`config.mk`:
```
export PLATFORM = sky130hd
export DESIGN_NAME = uart_tx_fifo_flat
export DESIGN_NICKNAME = d
export VERILOG_FILES = /design/src/rtl/uart_tx_fifo_pkg.sv /design/src/rtl/uart_tx_fifo_if.sv /design/src/rtl/uart_tx_fifo_fifo.sv /design/src/rtl/uart_tx_fifo.sv /design/src/flat_wrapper.sv
export SDC_FILE = /design/constraint.sdc
export NUM_CORES = 1
export LEC_CHECK = 0
export ABC_AREA = 1
export BUFFER_PORTS_ARGS = -buffer_cell sky130_fd_sc_hd__buf_2
export CAP_MARGIN = 40
export CORE_MARGIN = 2
export CORE_UTILIZATION = 35
export CTS_CLUSTER_DIAMETER = 60
export DETAILED_ROUTE_END_ITERATION = 10
export PLACE_DENSITY_LB_ADDON = 0.1
export RECOVER_POWER = 100
export SYNTH_ARGS = -nofsm -noshare
export SYNTH_HDL_FRONTEND = slang
export SYNTH_SLANG_ARGS = --single-unit
```
`constraint.sdc`:
```
create_clock -name clk -period 2 [get_ports clk]
set_clock_uncertainty 0.2 [all_clocks]
set_input_delay 0.1 -clock clk [delete_from_list [all_inputs] [get_ports clk]]
set_output_delay 0.1 -clock clk [all_outputs]
set_load 0.01 [all_outputs]
```
`src/rtl/uart_tx_fifo_pkg.sv`:
```
// Shared definitions for the buffered UART transmitter: serializer state
// encoding and 8N1 frame constants.
package uart_tx_fifo_pkg;

    typedef enum logic [1:0] {
        IDLE  = 2'd0,
        START = 2'd1,
        DATA  = 2'd2,
        STOP  = 2'd3
    } tx_state_t;

    localparam int DATA_BITS = 8;
    localparam int BIT_IDX_W = $clog2(DATA_BITS);
    localparam logic [BIT_IDX_W-1:0] LAST_BIT = BIT_IDX_W'(DATA_BITS - 1);

    localparam logic START_LEVEL = 1'b0;
    localparam logic STOP_LEVEL  = 1'b1;
    localparam logic IDLE_LEVEL  = 1'b1;

    typedef logic [DATA_BITS-1:0] data_t;

endpackage

```
`src/rtl/uart_tx_fifo_if.sv`:
```
// Byte write port of the UART transmitter: push request, data and the
// registered FIFO status flags.
interface uart_tx_fifo_if;
    import uart_tx_fifo_pkg::*;

    logic  wr_en;
    data_t wr_data;
    logic  full;
    logic  empty;

    modport master (output wr_en, output wr_data, input  full, input  empty);
    modport slave  (input  wr_en, input  wr_data, output full, output empty);

endinterface

```
`src/rtl/uart_tx_fifo_fifo.sv`:
```
// Synchronous FIFO of 2^ADDR_W words with registered full/empty flags;
// pushes while full are dropped silently.
module fifo_sync #(
    parameter int ADDR_W = 3,
    parameter int WIDTH  = 8
) (
    input  logic             clk,
    input  logic             reset,
    input  logic             push,
    input  logic             pop,
    input  logic [WIDTH-1:0] wr_data,
    output logic [WIDTH-1:0] rd_data,
    output logic             full,
    output logic             empty
);

    localparam int DEPTH = 1 << ADDR_W;

    logic [WIDTH-1:0]  mem [DEPTH];
    logic [ADDR_W-1:0] wr_ptr;
    logic [ADDR_W-1:0] rd_ptr;
    logic [ADDR_W:0]   count;
    logic [ADDR_W:0]   count_next;
    logic              do_push;
    logic              do_pop;

    // A push is refused on the registered full flag, even when a pop frees a slot on the same edge.
    assign do_push = push && !full;
    assign do_pop  = pop && !empty;

    // NOTE: every variable written here gets a default first, so no latch can be inferred.
    always_comb begin
        count_next = count;
        unique case ({do_push, do_pop})
            2'b10:   count_next = count + 1'b1;
            2'b01:   count_next = count - 1'b1;
            default: count_next = count;
        endcase
    end

    // NOTE: state registers use non-blocking assignments so every flop samples pre-edge values.
    always_ff @(posedge clk or posedge reset) begin
        if (reset) begin
            wr_ptr <= '0;
            rd_ptr <= '0;
            count  <= '0;
            full   <= 1'b0;
            empty  <= 1'b1;
        end else begin
            if (do_push) wr_ptr <= wr_ptr + 1'b1;
            if (do_pop)  rd_ptr <= rd_ptr + 1'b1;
            count <= count_next;
            full  <= (count_next == (ADDR_W+1)'(DEPTH));
            empty <= (count_next == '0);
        end
    end

    // NOTE: the storage array has no reset; the pointers alone define which words are valid.
    always_ff @(posedge clk) begin
        if (do_push) mem[wr_ptr] <= wr_data;
    end

    assign rd_data = mem[rd_ptr];

endmodule

```
`src/rtl/uart_tx_fifo.sv`:
```
// Buffered 8N1 UART transmitter: bytes written through the port are queued
// in a FIFO and serialized at CLK_FREQ/BAUD clocks per bit.
module uart_tx_fifo
    import uart_tx_fifo_pkg::*;
#(
    parameter int CLK_FREQ = 100_000_000,
    parameter int BAUD     = 9600,
    parameter int ADDR_W   = 3
) (
    input  logic           clk,
    input  logic           reset,
    uart_tx_fifo_if.slave  wr,
    output logic           tx,
    output logic           tx_busy,
    output logic           tx_done
);

    localparam int DIV   = CLK_FREQ / BAUD;
    localparam int CNT_W = (DIV > 1) ? $clog2(DIV) : 1;
    localparam logic [CNT_W-1:0] BIT_END = CNT_W'(DIV - 1);

    tx_state_t             state;
    tx_state_t             state_next;
    logic [CNT_W-1:0]      baud_cnt;
    logic [CNT_W-1:0]      baud_cnt_next;
    logic [BIT_IDX_W-1:0]  bit_idx;
    logic [BIT_IDX_W-1:0]  bit_idx_next;
    data_t                 shift;
    data_t                 shift_next;
    logic                  tx_next;
    logic                  bit_end;
    logic                  pop;
    data_t                 rd_data;
    logic                  fifo_full;
    logic                  fifo_empty;

    fifo_sync #(
        .ADDR_W (ADDR_W),
        .WIDTH  (DATA_BITS)
    ) u_fifo (
        .clk     (clk),
        .reset   (reset),
        .push    (wr.wr_en),
        .pop     (pop),
        .wr_data (wr.wr_data),
        .rd_data (rd_data),
        .full    (fifo_full),
        .empty   (fifo_empty)
    );

    assign wr.full  = fifo_full;
    assign wr.empty = fifo_empty;
    assign bit_end  = (baud_cnt == BIT_END);
    assign tx_busy  = (state != IDLE);

    always_ff @(posedge clk or posedge reset) begin
        if (reset) begin
            state    <= IDLE;
            baud_cnt <= '0;
            bit_idx  <= '0;
            shift    <= '0;
            tx       <= IDLE_LEVEL;
        end else begin
            state    <= state_next;
            baud_cnt <= baud_cnt_next;
            bit_idx  <= bit_idx_next;
            shift    <= shift_next;
            tx       <= tx_next;
        end
    end

    // tx is registered from tx_next, so each line level appears one edge after its decision.
    always_comb begin
        state_next    = state;
        baud_cnt_next = baud_cnt + 1'b1;
        bit_idx_next  = bit_idx;
        shift_next    = shift;
        tx_next       = tx;
        pop           = 1'b0;
        tx_done       = 1'b0;

        unique case (state)
            IDLE: begin
                baud_cnt_next = '0;
                if (!fifo_empty) begin
                    state_next = START;
                    pop        = 1'b1;
                    shift_next = rd_data;
                    tx_next    = START_LEVEL;
                end
            end
            START: begin
                if (bit_end) begin
                    state_next    = DATA;
                    baud_cnt_next = '0;
                    bit_idx_next  = '0;
                    tx_next       = shift[0];
                    shift_next    = shift >> 1;
                end
            end
            DATA: begin
                if (bit_end) begin
                    baud_cnt_next = '0;
                    if (bit_idx == LAST_BIT) begin
                        state_next = STOP;
                        tx_next    = STOP_LEVEL;
                    end else begin
                        bit_idx_next = bit_idx + 1'b1;
                        tx_next      = shift[0];
                        shift_next   = shift >> 1;
                    end
                end
            end
            STOP: begin
                if (bit_end) begin
                    state_next    = IDLE;
                    baud_cnt_next = '0;
                    tx_done       = 1'b1;
                end
            end
            default: begin
                state_next    = IDLE;
                baud_cnt_next = '0;
                tx_next       = IDLE_LEVEL;
            end
        endcase
    end

endmodule

```
`src/flat_wrapper.sv`:
```
// flat-port wrapper written by rule: the top's interface ports become plain ports
module uart_tx_fifo_flat import uart_tx_fifo_pkg::*;
#(
    parameter int CLK_FREQ = 100_000_000,
    parameter int BAUD     = 9600,
    parameter int ADDR_W   = 3
)
  (clk, reset, tx, tx_busy, tx_done, wr_wr_en, wr_wr_data, wr_full, wr_empty);
  uart_tx_fifo_if wr_i ();
  input  logic clk;
  input  logic reset;
  output logic tx;
  output logic tx_busy;
  output logic tx_done;
  input wire logic [$bits(wr_i.wr_en)-1:0] wr_wr_en;
  input wire logic [$bits(wr_i.wr_data)-1:0] wr_wr_data;
  output wire logic [$bits(wr_i.full)-1:0] wr_full;
  output wire logic [$bits(wr_i.empty)-1:0] wr_empty;
  assign wr_i.wr_en = wr_wr_en;
  assign wr_i.wr_data = wr_wr_data;
  assign wr_full = wr_i.full;
  assign wr_empty = wr_i.empty;
  uart_tx_fifo #(.CLK_FREQ(CLK_FREQ), .BAUD(BAUD), .ADDR_W(ADDR_W)) u_core (.clk(clk), .reset(reset), .wr(wr_i), .tx(tx), .tx_busy(tx_busy), .tx_done(tx_done));
endmodule
```
==> results.py, run 1 <==
metrics = {
    "status": {
        "outcome": "finished, violations left",
        "violations": "hold timing, setup timing",
    },
    "yosys": {
        "synth-main-ff-cell": "edfxtp_1",
        "yosysTopAreaCell": "edfxtp_1",
        "synth_edf_count": 64,
        "synth_seq_area_share_pct": 62.5,
        "synth_top_area_share_pct": 41.1,
        "avgSynthCellArea_sq_um": 10.3,
        "yosysWarnings": 0,
        "synthTopCellsByArea": "edfxtp_1, dfrtp_1, nand2_1",
        "syn-num-nets": 479,
        "async_reset_ff_share_pct": 38.5,
        "synth_area_sq_um": 4680,
        "syn_inst": 455,
        "synth_common_cells": "nand2_1, edfxtp_1, nor2_1, dfrtp_1, inv_1",
        "yosysUniqueCellTypes": 32,
        "ys_ff_latch": 104,
        "yosysMostFrequentCell": "nand2_1",
    },
    "layout": {
        "drive_gt1_share_pct": 19.2,
        "regArea_sq_um": 2930,
        "n_fill_cell": 1286,
        "design_area_sq_um": 5690,
        "n_antenna_cell": 0,
        "final_core_util_pct": 43.3,
        "stdcell_count": 692,
        "multi_input_area_sq_um": 1670,
        "nNetsFinal": 535,
        "area_delta_synth_final_pct": 21.6,
    },
    "clock_tree": {
        "clockRootBuffer": "clkbuf_16",
        "cts_made_buffers": 9,
        "clock_latency_ps": 350,
        "cts_max_path_buffers": 2,
        "htree_levels": 3,
        "clock-sinks": 104,
        "clkTransAtPathRegs_ps": 70,
        "cts_tree": "yes",
    },
    "routing": {
        "top_layer_used": "met4",
        "drtIter0Drc": 237,
        "wl_met2_mm": 5.24,
        "met3_wirelength_microns": 342,
        "wl_met1_mm": 4.82,
        "wl_mm": 10.6,
        "num_vias": 3253,
        "route.detailed.drc": 0,
        "wl_per_cell_microns": 15.3,
        "vias_per_cell": 4.70,
        "first_pass_iters": 4,
        "ant_nets": 0,
    },
    "setup_path": {
        "worstPathCellList": "inv_2 > ha_4 > inv_4 > nor2_8 > buf_6 > ha_4 > clkinvlp_4 > nand2_2 > o21ai_2 > nor2_2 > nand3_2 > nor2_2",
        "crit_path_start": "u_core.state[0]",
        "regToRegSetupSlack_ps": -40,
        "r2r_cells": 12,
        "max_stage_delay_ps": 370,
        "crit_fanout": 6,
        "cp_slowest_cell": "dfrtp_1",
        "timing.rr.start": "u_core.state[0]",
        "start_kind": "flop",
        "required_ps": 2080,
        "endpoint_kind": "flop",
        "critPathCapture": "u_core.u_fifo.empty",
        "cp.arrival_ps": 2120,
        "rr_endpoint": "u_core.u_fifo.empty",
        "path_class": "reg2reg",
    },
    "sta": {
        "fmax_ghz": 0.491,
        "max-slew-margin-rel_pct": 30.9,
        "worst_slew_pin_slew_ps": 1040,
        "hold_ws_ps": -25.9,
        "fin_ws_ps": -38.6,
        "post-route-period-util_pct": 102,
        "rsz0062_at_grt": "true",
        "setup_viol": 2,
        "slew_violations": 0,
        "finalHoldViolCount": 1,
        "finalCriticalPeriod_ps": 2040,
    },
    "place": {
        "placed_cell_area_sq_um": 5150,
        "dp_cells": 655,
        "dpl.hpwl_mm": 6.51,
        "portBuffers": 15,
        "gp_congestion": 0.744,
    },
    "die": {
        "core_area_sq_um": 13100,
        "pin_count": 16,
        "rows": 42,
        "start_util_pct": 35.6,
        "die_w_microns": 120,
        "die_area_sq_um": 14300,
        "dieHeight_microns": 120,
    },
    "global_routing": {
        "grt_pass1_wl_mm": 16.7,
        "antenna_found_initial": 0,
        "grt-ovfl-total": 0,
        "grt_max_degree": 41,
        "first_global_vias": 3166,
        "grt_usage_pct": 15.6,
    },
    "power": {
        "pwr_density_cell_nw_per_um2": 925,
        "p_leak_nw": 2.34,
        "peakVddDrop_mv": 0.748,
    },
    "run": {
        "cap_viol_max_count": 0,
    },
    "min_path": {
        "holdPathStages": 4,
        "hold_path_class": "in2reg",
    },
}
==> timing repair <==
action	4_1_cts	5_1_grt
setup endpoints to repair	4	49
hold buffers	9	0
resized for setup	3	17
endpoints found under the hold margin	102	0
setup buffers	3	8
cloned	0	1
pin swaps	3	9
==> routing by layer <==
layer  up-vias  global-route usage, %
met5         -                      0
met1      1549                   19.1
li1       1651                      -
met4         0                   5.00
met2        45                   26.5
met3         8                   4.75
==> report_power, final <==
| group | leakage, nW | switching (W) | internal (W) | total [W] |
|---|---|---|---|---|
| clock | 0.135 | 0.000777 | 0.000852 | 0.00163 |
| combinational | 1.12 | 0.000576 | 0.000342 | 0.000917 |
| sequential | 1.08 | 0.000135 | 0.00258 | 0.00272 |
| total | 2.34 | 0.00149 | 0.00378 | 0.00526 |
==> metrics by stage <==
step | setup TNS (ps) | power (W) | setup WS (ps)
finish | -60.4 | 0.00526 | -38.6
global route | -228 | 0.00554 | -126
CTS | 0 | 0.00525 | 2.49
detailed placement | -27.8 | 0.00357 | -18.2
global placement | 0 | 0.00355 | 44.7
floorplan | 0 | 0.00326 | 1.51
==> cell usage in the layout (no fill, tap or decap), drive strengths merged, types with 8 or more instances in the layout <==
cell type	n
ha	13
dlygate4sd3	9
clkbuf	19
inv	42
nand2	110
buf	38
nor2	58
nand3	38
o21ai	33
edfxtp	64
a21oi	8
dfrtp	38
==> cells by family after synthesis <==
kind of cell             after synthesis  share of synthesized area, %
AND/OR/NAND/NOR                      216                          20.5
AO/OA/AOI/OAI                         58                          7.17
flip-flops                           104                          62.5
adder cells (fa/ha/maj)               13                          3.48
buffers and inverters                 54                          4.49
XOR/XNOR                              10                          1.87
==> flip-flops by register name, indices dropped and copies added, names as in the netlist, 2 cells and up <==
register,flops
u_core.u_fifo.mem,64
u_core.shift,8
u_core.bit_idx,3
u_core.u_fifo.count,4
u_core.u_fifo.wr_ptr,3
u_core.state,2
u_core.baud_cnt,14
u_core.u_fifo.rd_ptr,3
==> worst min-delay path by stage <==
| stage | start | to | slack [ps] |
|---|---|---|---|
| 5_1_grt | wr_wr_en | u_core.u_fifo.wr_ptr[0] | 10 |
| 3_5_place_dp | reset | u_core.u_fifo.full | 70 |
| 6_report | wr_wr_en | u_core.u_fifo.wr_ptr[0] | -30 |
| 4_1_cts | wr_wr_en | u_core.u_fifo.wr_ptr[0] | 20 |
| 3_3_place_gp | reset | u_core.u_fifo.count[2] | 70 |
| 2_1_floorplan | wr_wr_data[0] | u_core.u_fifo.mem[0][0] | -1 |
==> final cells by class <==
| type | count | share of cell area, % |
|---|---|---|
| Inverter | 42 | 2.93 |
| Clock buffer | 10 | 4.03 |
| Timing Repair Buffer | 56 | 7.63 |
| Clock inverter | 6 | 0.770 |
| Sequential cell | 104 | 51.4 |
| Multi-Input combinational cell | 298 | 29.3 |
| Tap cell | 176 | 3.87 |
==> worst max-delay path: cells and delay by family, from the launching register on <==
kind            cells  cell delay, ps
compound gates      1              70
fa+ha+maj           2             460
buf+inv             4             390
flops               1             370
simple gates        5             480
(Power assumes the default switching activity.)
==> run 2, diff against run 1 <==
Settings changed: TNS_END_PERCENT from default to 30.
==> results.py, run 2 (synthesis gave the netlist of run 1 again) <==
metrics = {
    "min_path": {
        "holdPathStages": 2,
        "holdPathEnd": "u_core.shift[0]",
        "hold_path_class": "reg2reg",
        "hold_start": "u_core.shift[0]",
    },
    "routing": {
        "first_pass_iters": 4,
        "wl_mm": 10.5,
        "num_vias": 3228,
        "route.detailed.drc": 0,
        "drtIter0Drc": 215,
        "vias_per_cell": 4.69,
        "ant_nets": 0,
        "wl_per_cell_microns": 15.2,
    },
    "power": {
        "pwr-share-comb_pct": 17.0,
        "clkPwrFrac_pct": 31.1,
        "p_seq_share_pct": 51.9,
        "p_leak_nw": 2.33,
        "p_int_w": 0.00376,
        "p_sw_w": 0.00147,
        "p_sw_share_pct": 28.1,
        "peakVddDrop_mv": 0.751,
        "pwr_density_cell_nw_per_um2": 925,
    },
    "setup_path": {
        "required_ps": 2090,
        "crit_fanout": 5,
        "regToRegSetupSlack_ps": 10,
        "start_kind": "flop",
        "endpoint_kind": "flop",
        "timing.rr.start": "u_core.state[0]",
        "rr_endpoint": "u_core.u_fifo.empty",
        "path_class": "reg2reg",
        "r2r_cells": 14,
        "cp.arrival_ps": 2070,
    },
    "clock_tree": {
        "clkTransAtPathRegs_ps": 70,
        "clock_latency_ps": 350,
        "clock-sinks": 104,
        "clockRootBuffer": "clkbuf_16",
        "cts_max_path_buffers": 2,
        "cts_made_buffers": 9,
        "htree_levels": 3,
        "cts_tree": "yes",
    },
    "sta": {
        "worst_slew_pin_slew_ps": 1030,
        "finalHoldViolCount": 0,
        "slew_violations": 0,
        "setup_viol": 0,
        "post-route-period-util_pct": 99.4,
        "max-slew-margin-rel_pct": 31.1,
        "finalCriticalPeriod_ps": 1990,
        "fmax_ghz": 0.503,
        "fin_tns_setup_ps": 0,
        "rsz0062_at_grt": "true",
    },
    "place": {
        "portBuffers": 15,
        "dpl.hpwl_mm": 6.51,
        "placed_cell_area_sq_um": 5150,
        "gp_congestion": 0.744,
    },
    "global_routing": {
        "first_global_vias": 3167,
        "grt_pass1_wl_mm": 16.7,
        "antenna_found_initial": 0,
        "grt_max_degree": 41,
        "grt-ovfl-total": 0,
        "grt_usage_pct": 15.6,
    },
    "layout": {
        "largest_register_ff_count": 64,
        "drive_gt1_share_pct": 18.3,
        "regArea_sq_um": 2930,
        "final_common_cell": "nand2_1",
        "top_register": "u_core.u_fifo.mem",
        "area_delta_synth_final_pct": 21.0,
        "n_antenna_cell": 0,
        "nNetsFinal": 532,
        "multi_input_area_sq_um": 1670,
        "n_fill_cell": 1291,
        "final_cell_mix": "nand2_1, edfxtp_1, nor2_1",
        "reg_top3": "u_core.u_fifo.mem x64, u_core.baud_cnt x14, u_core.shift x8",
        "design_area_sq_um": 5660,
    },
    "status": {
        "outcome": "finished, final reports clean",
    },
    "die": {
        "core_area_sq_um": 13100,
        "pin_count": 16,
        "dieHeight_microns": 120,
        "die_area_sq_um": 14300,
        "die_w_microns": 120,
        "start_util_pct": 35.6,
        "rows": 42,
    },
    "run": {
        "cap_viol_max_count": 0,
    },
}
[run 2: cell types whose count changed in the layout (fill, tap and decap cells not counted)]
cell	previous run	this run
buf_4	27	24
buf_6	1	0
clkinvlp_4	1	0
dlygate4sd3_1	9	10
inv_1	33	34
[run 2: cell type report]
cell class | count | share of cell area (%)
Sequential cell | 104 | 51.7
Clock inverter | 6 | 0.774
Timing Repair Buffer | 53 | 7.25
Multi-Input combinational cell | 298 | 29.5
Inverter | 42 | 2.87
Tap cell | 176 | 3.89
Clock buffer | 10 | 4.05
[run 2: metrics by stage]
stage	worst slack, ps	cells	hold WS (ps)	power (W)	utilization [%]
2_1_floorplan	1.51	455	-1.13	0.00326	-
3_3_place_gp	44.7	655	70.5	0.00355	39.2
3_5_place_dp	-18.2	655	70.2	0.00357	39.2
4_1_cts	-11.0	683	238	0.00525	42.2
5_1_grt	-93.2	689	326	0.00551	43.1
6_report	11.9	689	284	0.00523	43.1
[run 2: critical path, stage by stage, from the launching register on]
cell and delay [ps]:
dfrtp_1 390, inv_2 90, ha_4 150, inv_4 40
nor2_8 140, nand2_4 70, nand2_2 70, nand2_2 60
inv_2 70, ha_4 190, nand2_2 70, o21ai_2 60
nor2_2 120, nand3_2 90, nor2_2 110
[run 2: how the worst max path moves through the flow]
stage | start | end | slack (ps) | cells after the start
after floorplan | u_core.state[1] | u_core.u_fifo.full | 2 | 13
after global placement | u_core.baud_cnt[0] | u_core.baud_cnt[8] | 40 | 8
after detailed placement | u_core.state[1] | u_core.u_fifo.full | -20 | 14
after CTS | u_core.state[1] | u_core.u_fifo.full | -10 | 13
after global routing | u_core.state[0] | u_core.u_fifo.full | -90 | 13
final | u_core.state[0] | u_core.u_fifo.empty | 10 | 14
[run 2: per-layer routing]
layer	vias up	share of wire [%]	track usage [%]
li1	1642	-	-
met1	1536	46	19.0
met2	43	50	26.4
met3	7	3.1	4.75
met4	0	1.3	5.00
met5	-	0	0
[run 2: power groups by stage]
stage | sequential, W | combinational, W | clock (W)
5_1_grt | 0.00274 | 0.00100 | 0.00177
6_report | 0.00271 | 0.000891 | 0.00163
3_5_place_dp | 0.00275 | 0.000814 | 0
4_1_cts | 0.00271 | 0.000832 | 0.00171
2_1_floorplan | 0.00273 | 0.000525 | 0
3_3_place_gp | 0.00275 | 0.000798 | 0
[run 2: repair_timing]
item | in CTS | in global routing
endpoints found under the setup margin | 4 | 18
gates resized for setup | 3 | 15
pin swaps | 2 | 9
hold buffers | 10 | 0
buffers inserted | 2 | 5
hold endpoints to repair | 103 | 0
cloned | 0 | 1
==> run 3, diff against run 2 <==
Clock period 2 ns to 1.6 ns, I/O delays scaled along.
==> results.py, run 3 (synthesis gave the netlist of run 1 again) <==
metrics = {
    "status": {
        "outcome": "finished, violations left",
        "violations": "hold timing, setup timing",
    },
    "place": {
        "portBuffers": 15,
        "gp_congestion": 0.791,
        "dpl.hpwl_mm": 6.82,
    },
    "clock_tree": {
        "clockRootBuffer": "clkbuf_16",
        "clock-sinks": 104,
        "htree_levels": 3,
        "cts_max_path_buffers": 2,
        "cts_tree": "yes",
        "clkTransAtPathRegs_ps": 70,
        "cts_made_buffers": 9,
        "cts_hold_buf": 9,
        "clock_latency_ps": 350,
    },
    "layout": {
        "top_register": "u_core.u_fifo.mem",
        "n_antenna_cell": 0,
        "reg_top3": "u_core.u_fifo.mem x64, u_core.baud_cnt x14, u_core.shift x8",
        "nNetsFinal": 579,
        "final_common_cell": "nand2_1",
        "drive_gt1_share_pct": 33.6,
        "n_fill_cell": 1216,
        "regArea_sq_um": 2930,
        "area_delta_synth_final_pct": 36.2,
        "multi_input_area_sq_um": 1910,
        "final_cell_mix": "nand2_1, edfxtp_1, buf_4",
        "largest_register_ff_count": 64,
    },
    "setup_path": {
        "start_kind": "flop",
        "endpoint_kind": "flop",
        "cp.arrival_ps": 2050,
        "required_ps": 1690,
        "path_class": "reg2reg",
        "crit_fanout": 4,
    },
    "routing": {
        "ant_nets": 0,
        "route.detailed.drc": 0,
        "vias_per_cell": 4.69,
        "met3_wirelength_microns": 267,
        "first_pass_iters": 4,
        "wl_per_cell_microns": 14.3,
        "wl_met1_mm": 4.77,
        "drtIter0Drc": 167,
        "wl_met2_mm": 5.28,
        "wl_mm": 10.5,
        "num_vias": 3444,
        "top_layer_used": "met4",
    },
    "die": {
        "die_area_sq_um": 14300,
        "dieHeight_microns": 120,
        "die_w_microns": 120,
        "core_area_sq_um": 13100,
        "rows": 42,
        "start_util_pct": 35.6,
        "pin_count": 16,
    },
    "sta": {
        "finalCriticalPeriod_ps": 1960,
        "fin_ws_ps": -362,
        "max-slew-margin-rel_pct": 30.3,
        "rsz0062_at_grt": "true",
        "setup_viol": 66,
        "fmax_ghz": 0.510,
        "hold_ws_ps": -22.5,
        "worst_slew_pin_slew_ps": 1040,
        "finalHoldViolCount": 1,
        "slew_violations": 0,
        "post-route-period-util_pct": 123,
    },
    "min_path": {
        "hold_path_class": "in2reg",
    },
    "power": {
        "peakVddDrop_mv": 0.551,
        "pwr_density_cell_nw_per_um2": 1080,
        "p_leak_nw": 2.61,
        "power_w": 0.00690,
    },
    "global_routing": {
        "grt_pass1_wl_mm": 17.5,
        "grt-ovfl-total": 0,
        "antenna_found_initial": 0,
        "grt_usage_pct": 15.9,
        "first_global_vias": 3414,
        "grt_max_degree": 41,
    },
    "run": {
        "cap_viol_max_count": 0,
    },
}
## run 3: critical path, stage by stage, from the launching register on
cell	delay, ps
dfrtp_1	390
inv_2	80
ha_4	140
inv_4	40
nor2_8	100
nand3_2	80
nand2_2	80
inv_2	40
ha_4	140
a21oi_2	110
xor2_1	190
nand2_1	110
buf_4	150
nand2_2	40
## run 3: area by class of cell
cell class / count / share of cell area [%]
inverters: 42 / 2.83
well taps: 176 / 3.46
repair buffers: 100 / 13.5
multi-input cells: 298 / 30.0
clock inverters: 6 / 0.785
clock buffers: 9 / 3.53
flip-flops and latches: 104 / 45.9
## run 3: worst paths after layout
path                            startpoint                 endpoint  slack, ps  depth (start not counted)
max                        u_core.state[0]   u_core.u_fifo.count[2]       -360                         13
min                               wr_wr_en  u_core.u_fifo.wr_ptr[0]        -20                          5
max reg2reg                u_core.state[0]   u_core.u_fifo.count[2]       -360                         13
min reg2reg                u_core.shift[0]          u_core.shift[0]        280                          2
max in group asynchronous            reset      u_core.baud_cnt[10]        160                          4
min in group asynchronous            reset  u_core.u_fifo.wr_ptr[0]        400                          4
## run 3: repair_timing
item / 4_1_cts / 5_1_grt
setup buffers: 5 / 6
endpoints found under the hold margin: 105 / 1
pin swaps: 17 / 27
resized for setup: 50 / 58
cloned: 1 / 0
setup endpoints to repair: 97 / 98
## run 3: stage by stage
| step | util, % | instance area [sq um] | TNS [ps] | setup WS (ps) | instances |
|---|---|---|---|---|---|
| 6_report | 48.5 | 6370 | -9730 | -362 | 735 |
| 5_1_grt | 48.5 | 6370 | -18790 | -487 | 735 |
| 4_1_cts | 47.0 | 6180 | -6100 | -314 | 732 |
| 3_5_place_dp | 42.6 | 5600 | -10310 | -332 | 702 |
| 3_3_place_gp | 42.6 | 5600 | -9600 | -297 | 702 |
| 2_1_floorplan | - | 4740 | -7200 | -394 | 455 |
## run 3: power breakdown
part	internal (W)	switching, W
combinational	0.000609	0.000824
clock	0.00107	0.00101
sequential	0.00323	0.000154
## run 3: metal layers
metal,GRT usage (%),vias up
met4,5.44,0
li1,-,1732
met2,26.8,36
met5,0,-
met1,20.1,1662
met3,3.61,14
